[src/rtl/seq_oka_mult.sv]
// Sequential GF(2) multiplier built on a one-level odd/even Karatsuba-Ofman split.
// A single H x H carry-less sub-multiplier is reused over three cycles. It forms
// ae*be, then ao*bo, then (ae^ao)*(be^bo). The final cycle recombines the three
// sub-products into the unreduced 2N-1 bit product.
module seq_oka_mult #(
  parameter int N = 12
) (
  input  logic           clk,
  input  logic           rst,
  input  logic           in_valid,
  output logic           in_ready,
  input  logic [N-1:0]   a,
  input  logic [N-1:0]   b,
  output logic           out_valid,
  input  logic           out_ready,
  output logic [2*N-2:0] y,
  output logic           busy
);

  localparam int H = N / 2;

  // The odd/even split only works for even operand widths, and the
  // zero-extension below needs at least two bits per half.
  generate
    if ((N % 2) != 0 || N < 4) begin : g_bad_width
      $error("seq_oka_mult: N must be even and at least 4");
    end
  endgenerate

  typedef enum logic [2:0] {IDLE, MUL1, MUL2, MUL3, DONE} state_t;

  state_t           state, next_state;
  logic [N-1:0]     a_reg, b_reg;
  logic [H-1:0]     ae, ao, be, bo;
  logic [H-1:0]     mul_x, mul_y;
  logic [N-2:0]     mul_y_ext, mul_p;
  logic [N-2:0]     p1_reg, p2_reg, mid;
  logic [2*N-2:0]   y_reg, recomb;
  logic             accept;

  assign in_ready  = (state == IDLE);
  assign out_valid = (state == DONE);
  assign busy      = (state != IDLE);
  assign y         = y_reg;
  assign accept    = in_valid & in_ready;

  // Split the captured operands into even-index and odd-index halves.
  always_comb begin
    ae = '0;
    ao = '0;
    be = '0;
    bo = '0;
    for (int j = 0; j < H; j++) begin
      ae[j] = a_reg[2*j];
      ao[j] = a_reg[2*j+1];
      be[j] = b_reg[2*j];
      bo[j] = b_reg[2*j+1];
    end
  end

  // Steer the shared sub-multiplier inputs according to the current step.
  always_comb begin
    mul_x = ae ^ ao;
    mul_y = be ^ bo;
    case (state)
      MUL1: begin
        mul_x = ae;
        mul_y = be;
      end
      MUL2: begin
        mul_x = ao;
        mul_y = bo;
      end
      default: begin
      end
    endcase
  end

  // The one shared H x H carry-less multiplier (shift and XOR).
  always_comb begin
    mul_y_ext = {{(N-1-H){1'b0}}, mul_y};
    mul_p     = '0;
    for (int i = 0; i < H; i++) begin
      if (mul_x[i]) begin
        mul_p = mul_p ^ (mul_y_ext << i);
      end
    end
  end

  // Interleave P1, the middle term and P2 back into the full-width product.
  // In MUL3 the multiplier output is P3.
  always_comb begin
    mid    = p1_reg ^ p2_reg ^ mul_p;
    recomb = '0;
    for (int i = 0; i < N-1; i++) begin
      recomb[2*i]   = recomb[2*i]   ^ p1_reg[i];
      recomb[2*i+1] = recomb[2*i+1] ^ mid[i];
      recomb[2*i+2] = recomb[2*i+2] ^ p2_reg[i];
    end
  end

  // State register.
  always_ff @(posedge clk or posedge rst) begin
    if (rst) begin
      state <= IDLE;
    end else begin
      state <= next_state;
    end
  end

  // Next-state logic: three multiply steps, then wait in DONE for the consumer.
  always_comb begin
    next_state = state;
    case (state)
      IDLE:    if (accept) next_state = MUL1;
      MUL1:    next_state = MUL2;
      MUL2:    next_state = MUL3;
      MUL3:    next_state = DONE;
      DONE:    if (out_ready) next_state = IDLE;
      default: next_state = IDLE;
    endcase
  end

  // Datapath registers. Operands are captured only on accept and are held
  // until the next accept. y keeps its value after the handshake.
  always_ff @(posedge clk or posedge rst) begin
    if (rst) begin
      a_reg  <= '0;
      b_reg  <= '0;
      p1_reg <= '0;
      p2_reg <= '0;
      y_reg  <= '0;
    end else begin
      case (state)
        IDLE: begin
          if (accept) begin
            a_reg <= a;
            b_reg <= b;
          end
        end
        MUL1:    p1_reg <= mul_p;
        MUL2:    p2_reg <= mul_p;
        MUL3:    y_reg  <= recomb;
        default: begin
        end
      endcase
    end
  end

endmodule
[config.mk]
export PLATFORM = sky130hd
export DESIGN_NAME = seq_oka_mult
export DESIGN_NICKNAME = d
export VERILOG_FILES = /design/src/rtl/seq_oka_mult.sv
export SDC_FILE = /design/constraint.sdc
export NUM_CORES = 1
export LEC_CHECK = 0
export ABC_AREA = 1
export CAP_MARGIN = 10
export CORE_UTILIZATION = 30
export DETAILED_ROUTE_END_ITERATION = 10
export GPL_ROUTABILITY_DRIVEN = 0
export PLACE_DENSITY = 0.52
export RECOVER_POWER = 50
export SYNTH_ARGS = -nofsm -noshare
export SYNTH_HDL_FRONTEND = slang
export SYNTH_SLANG_ARGS = --single-unit
[constraint.sdc]
create_clock -name clk -period 2.65 [get_ports clk]
set_input_delay 0.53 -clock clk [delete_from_list [all_inputs] [get_ports clk]]
set_output_delay 0.53 -clock clk [all_outputs]
set_load 0.005 [all_outputs]
* Word level (Yosys, flattened, before mapping) *
Index checks and enable logic that the tools add are counted.

storage, ports and cells
  flip-flop bits (word level) = 72
  input port bits = 28
  word-level logic and storage cells = 47

cells by class
  equality and inequality tests = 6
  multiplexer cells = 11
  bitwise operators = 20
  reduce and logical (&&, ||, !) cells = 4

operators by type and width
  cell                                                                     number
  11-bit two-way mux                                                       5
  11-bit bitwise XOR                                                       3
  6-bit one-hot mux with 2 select lines                                    2
  3-bit one-hot mux with 5 select lines                                    1
  6-bit bitwise XOR                                                        2
  11-bit by 10-bit bitwise XOR with 11-bit output                          1
  11-bit by 7-bit bitwise XOR with 11-bit output                           1
  11-bit by 8-bit bitwise XOR with 11-bit output                           1
  11-bit by 9-bit bitwise XOR with 11-bit output                           1
  1-bit bitwise XOR                                                        10
  3-bit by 2-bit == test with 1-bit output, second input constant          2
  3-bit two-way mux                                                        2
  6-bit two-way mux                                                        1
  2-bit by 1-bit inequality test with 1-bit output, second input constant  2
  2-bit AND reduction                                                      2
  3-bit by 1-bit == test with 1-bit output, second input constant          1
  3-bit == test, second input constant                                     1
  3-bit logical NOT                                                        1
  3-bit nonzero test                                                       1
  1-bit bitwise AND                                                        1

* Logic depth before layout (Yosys ltp) *
  depth after elaboration = 14
  mapped depth = 17
  gate-level depth less buffers = 16

* Worst setup path before layout *
No wires, ideal clock.

  path kind = register to register
  start = register state[0]
  end = register y_reg[5] (netlist: y[5])
  data arrival time = 1.747 ns
  data required time = 2.531 ns
  setup slack = 0.784 ns
  stages on the path, launching flop included = 14
  buffers on the path = 1
  period minus slack after synthesis = 1.866 ns
  cells stage by stage = dfrtp_1 -> nor2_2 -> nand2_2 -> buf_6 -> nand2_1 -> nor2_1 -> nor2_2 -> nand2_1 -> xnor2_1 -> or2_1 -> nand2_1 -> nand2_1 -> nand3_1 -> nand2_1

on the way
  longest elaborated chain between the ends = 14
  elaborated cells between the ends (all ways) = 17
  classes of those cells = eq/ne: 3; mux: 8; bitwise: 6

ends and longest elaborated chain
  what                                                                                                         line  text
  start: declaration                                                                                           32    state_t state, next_state;
  start signal: assignment                                                                                     107   state <= next_state;
  3-bit by 2-bit == test with 1-bit output / 3-bit by 1-bit == test with 1-bit output (equally long branches)  65    case (state)
  6-bit one-hot mux with 2 select lines                                                                        65
  6-bit two-way mux                                                                                            84    if (mul_x[i]) begin
  11-bit by 7-bit bitwise XOR with 11-bit output                                                               85    mul_p = mul_p ^ (mul_y_ext << i);
  11-bit two-way mux                                                                                           84
  11-bit by 8-bit bitwise XOR with 11-bit output                                                               85
  11-bit two-way mux                                                                                           84
  11-bit by 9-bit bitwise XOR with 11-bit output                                                               85
  11-bit two-way mux                                                                                           84
  11-bit by 10-bit bitwise XOR with 11-bit output                                                              85
  11-bit two-way mux                                                                                           84
  11-bit bitwise XOR                                                                                           85
  11-bit two-way mux                                                                                           84
  11-bit bitwise XOR                                                                                           93    mid = p1_reg ^ p2_reg ^ mul_p;
  end signal: assignment                                                                                       143   MUL3: y_reg <= recomb;
  end: declaration                                                                                             38    logic [2*N-2:0] y_reg, recomb;

Parallel ways exist; a longest one is shown, timed or not.
A chain may end at the register's enable or synchronous reset.

* Worst setup path after layout *
  start = register state[0]
  end = register y_reg[13] (netlist: y[13])

on the way
  longest elaborated chain between the ends = 13
  elaborated cells between the ends (all ways) = 16
  classes of those cells = eq/ne: 3; mux: 7; bitwise: 6

ends and longest elaborated chain
  what                                                                                                         line
  3-bit by 2-bit == test with 1-bit output / 3-bit by 1-bit == test with 1-bit output (equally long branches)  65
  6-bit one-hot mux with 2 select lines                                                                        65
  11-bit by 7-bit bitwise XOR with 11-bit output                                                               85
  11-bit two-way mux                                                                                           84
  11-bit by 8-bit bitwise XOR with 11-bit output                                                               85
  11-bit two-way mux                                                                                           84
  11-bit by 9-bit bitwise XOR with 11-bit output                                                               85
  11-bit two-way mux                                                                                           84
  11-bit by 10-bit bitwise XOR with 11-bit output                                                              85
  11-bit two-way mux                                                                                           84
  11-bit bitwise XOR                                                                                           85
  11-bit two-way mux                                                                                           84
  11-bit bitwise XOR                                                                                           93

Parallel ways exist; a longest one is shown, timed or not.

==> metrics.yaml <==
status: "finished with violations"
violations: "max-capacitance violations, max-slew violations"
start_kind: "flop"
dr.pass1.iters: 4
layout-drive-gt1-share_pct: 13.13
ant_nets: 0
ys_seq_elements: 72
wirelength_mm: 8.623
initial_core_util_pct: 31.08
setup_viol: 0
drc: 0
die_h_um: 116.8
die_x_um: 116.8
worst-path-buf-inv: 0
syn-num-nets: 524
post-cts-setup-buffer-count: 0
crit_fanout: 19
fin_nets: 579
clock_path_buffers: 2
path_clk_slew_ns: 0.06
tns_ns: 0
arrival_ns: 2.59
clock-sinks: 72
syn_area_per_cell_um2: 7.971
insertion_delay_ns: 0.33
max_cap_viol_count: 1
area_growth_pct: 26.04
path_delay_family: "simple AND/OR/NAND/NOR gates"
cts_buffers: 9
synth-seq-area-share_pct: 45.57
yosysWarnings: 0
crit_top_cell: "nand2_1"
ctsHtreeMaxLevel: 3
cts_root_buf: "clkbuf_16"
end_kind: "flop"
maxSlewViolCount: 73
slew_headroom_pct: -18.00
rows: 41
ioPinCount: 54
critPathKind: "reg2reg"
grt_overflow: 0
grt_max_degree: 73
synth_area_um2: 3954
core_um2: 12720
rsz0062_at_grt: "no"
hpwlAfterDp_mm: 6.402
post_drt_wl_per_cell_um: 11.84
largest_register_ffs: 23
synth.distinct_cells: 28
grt_pass1_wl_mm: 15.17
grt_usage_pct: 14.40
fillCellCount: 1360
hold_path_class: "reg2reg"
post-route-period-util_pct: 90.04
vias: 3207
diodes: 0
drtIter0Drc: 169
antenna_found_initial: 0
cts-hold-fix-buffers: 0
numPortBuffers: 53
die_area_um2: 13640
required_ns: 2.86
fin_skew_ns: 0.005132
path_cells: "nor2_2 > nand2_2 > nand2_1 > xor2_2 > nand2_1 > nand2_1 > nand2_1 > nand2_1 > nand3b_1 > nand2_1 > nand2_1 > nand3_1 > nand2_1"
via_per_inst: 4.405
slowest_stage: "dfrtp_1"
ctsResizeCount: 0
cts_tree: "built"
syn_inst: 496
fmax_mhz: 419.1
final_cell_mix: "nand2_1 (182), dfrtp_1 (72), clkdlybuf4s50_1 (52), nor2_1 (35), inv_1 (24)"
tightest_slew_ns: 1.770
final_hold_viol_count: 0
final_common_cell: "nand2_1"
grt_pass1_vias: 3156
fin_crit_ns: 2.386
cp_slowest_stage_delay_ns: 0.46
==> area by class of cell <==
| type | instances | area (um2) | area share [%] |
|---|---|---|---|
| well taps | 172 | 215.2 | 4.318 |
| flip-flops and latches | 72 | 1802 | 36.15 |
| multi-input cells | 371 | 1934 | 38.82 |
| inverters | 39 | 146.4 | 2.937 |
| clock buffers | 10 | 229.0 | 4.595 |
| clock inverters | 6 | 91.34 | 1.833 |
| repair buffers | 58 | 565.5 | 11.35 |
==> metal layers <==
| metal | wire, um | vias up | GRT usage [%] |
|---|---|---|---|
| met5 | 0 | - | 0 |
| met1 | 4275 | 1453 | 19.49 |
| met4 | 86 | 0 | 4.726 |
| li1 | - | 1673 | - |
| met3 | 402 | 6 | 3.347 |
| met2 | 3858 | 75 | 22.76 |
==> final timing paths <==
path                               start     to  slack [ns]  cells after the start
worst min register to register      y[5]   y[5]        0.48                      2
max in group asynchronous            rst   y[9]        0.46                      3
worst max register to register  state[0]  y[13]        0.26                     13
worst max-delay path            state[0]  y[13]        0.26                     13
min in group asynchronous            rst  y[17]        1.14                      3
worst min-delay path                y[5]   y[5]        0.48                      2
==> synth_stat cells (all sizes together) <==
| cell type | count | area, um2 |
|---|---|---|
| a21boi | 1 | 7.510 |
| a21oi | 2 | 10.01 |
| buf | 5 | 37.53 |
| clkbuf | 9 | 33.78 |
| clkinv | 1 | 3.750 |
| dfrtp | 72 | 1802 |
| inv | 38 | 142.6 |
| mux2 | 22 | 247.7 |
| nand2 | 190 | 733.2 |
| nand3 | 24 | 125.1 |
| nand3b | 4 | 30.03 |
| nand4 | 6 | 37.54 |
| nor2 | 42 | 185.2 |
| nor3 | 2 | 10.01 |
| nor4 | 1 | 6.260 |
| o21ai | 38 | 190.2 |
| or2 | 2 | 12.51 |
| xnor2 | 21 | 191.4 |
| xor2 | 16 | 147.7 |
==> worst register-to-register path: stages, from the launching register on <==
cell and delay [ns]:
dfrtp_1 0.46, nor2_2 0.22, nand2_2 0.28, nand2_1 0.24, xor2_2 0.28, nand2_1 0.09
nand2_1 0.12, nand2_1 0.08, nand2_1 0.06, nand3b_1 0.10, nand2_1 0.13, nand2_1 0.06
nand3_1 0.08, nand2_1 0.07
==> through the flow <==
step                hold slack (ns)  instance area (um2)  cells  utilization, %  worst slack [ns]
finish                       0.4773                 4984    728           39.17            0.2641
detailed placement           0.4686                 4678    712           36.77            0.2697
global placement             0.4541                 4678    712           36.77            0.3311
CTS                          0.4848                 4999    728           39.29            0.2593
global route                 0.4940                 4984    728           39.17           0.02589
floorplan                    0.4489                 3954    496               -            0.2951
==> kinds of logic after synthesis <==
logic type	after synthesis	synth area share, %
multiplexers	22	6.266
AO/OA/AOI/OAI	41	5.253
XOR/XNOR	37	8.576
flip-flops	72	45.57
buffers and inverters	53	5.506
AND/OR/NAND/NOR	271	28.83
Power is left out: the tool's default activity adds up to more than one toggle a clock period on the data nets, which glitch-free logic cannot reach.
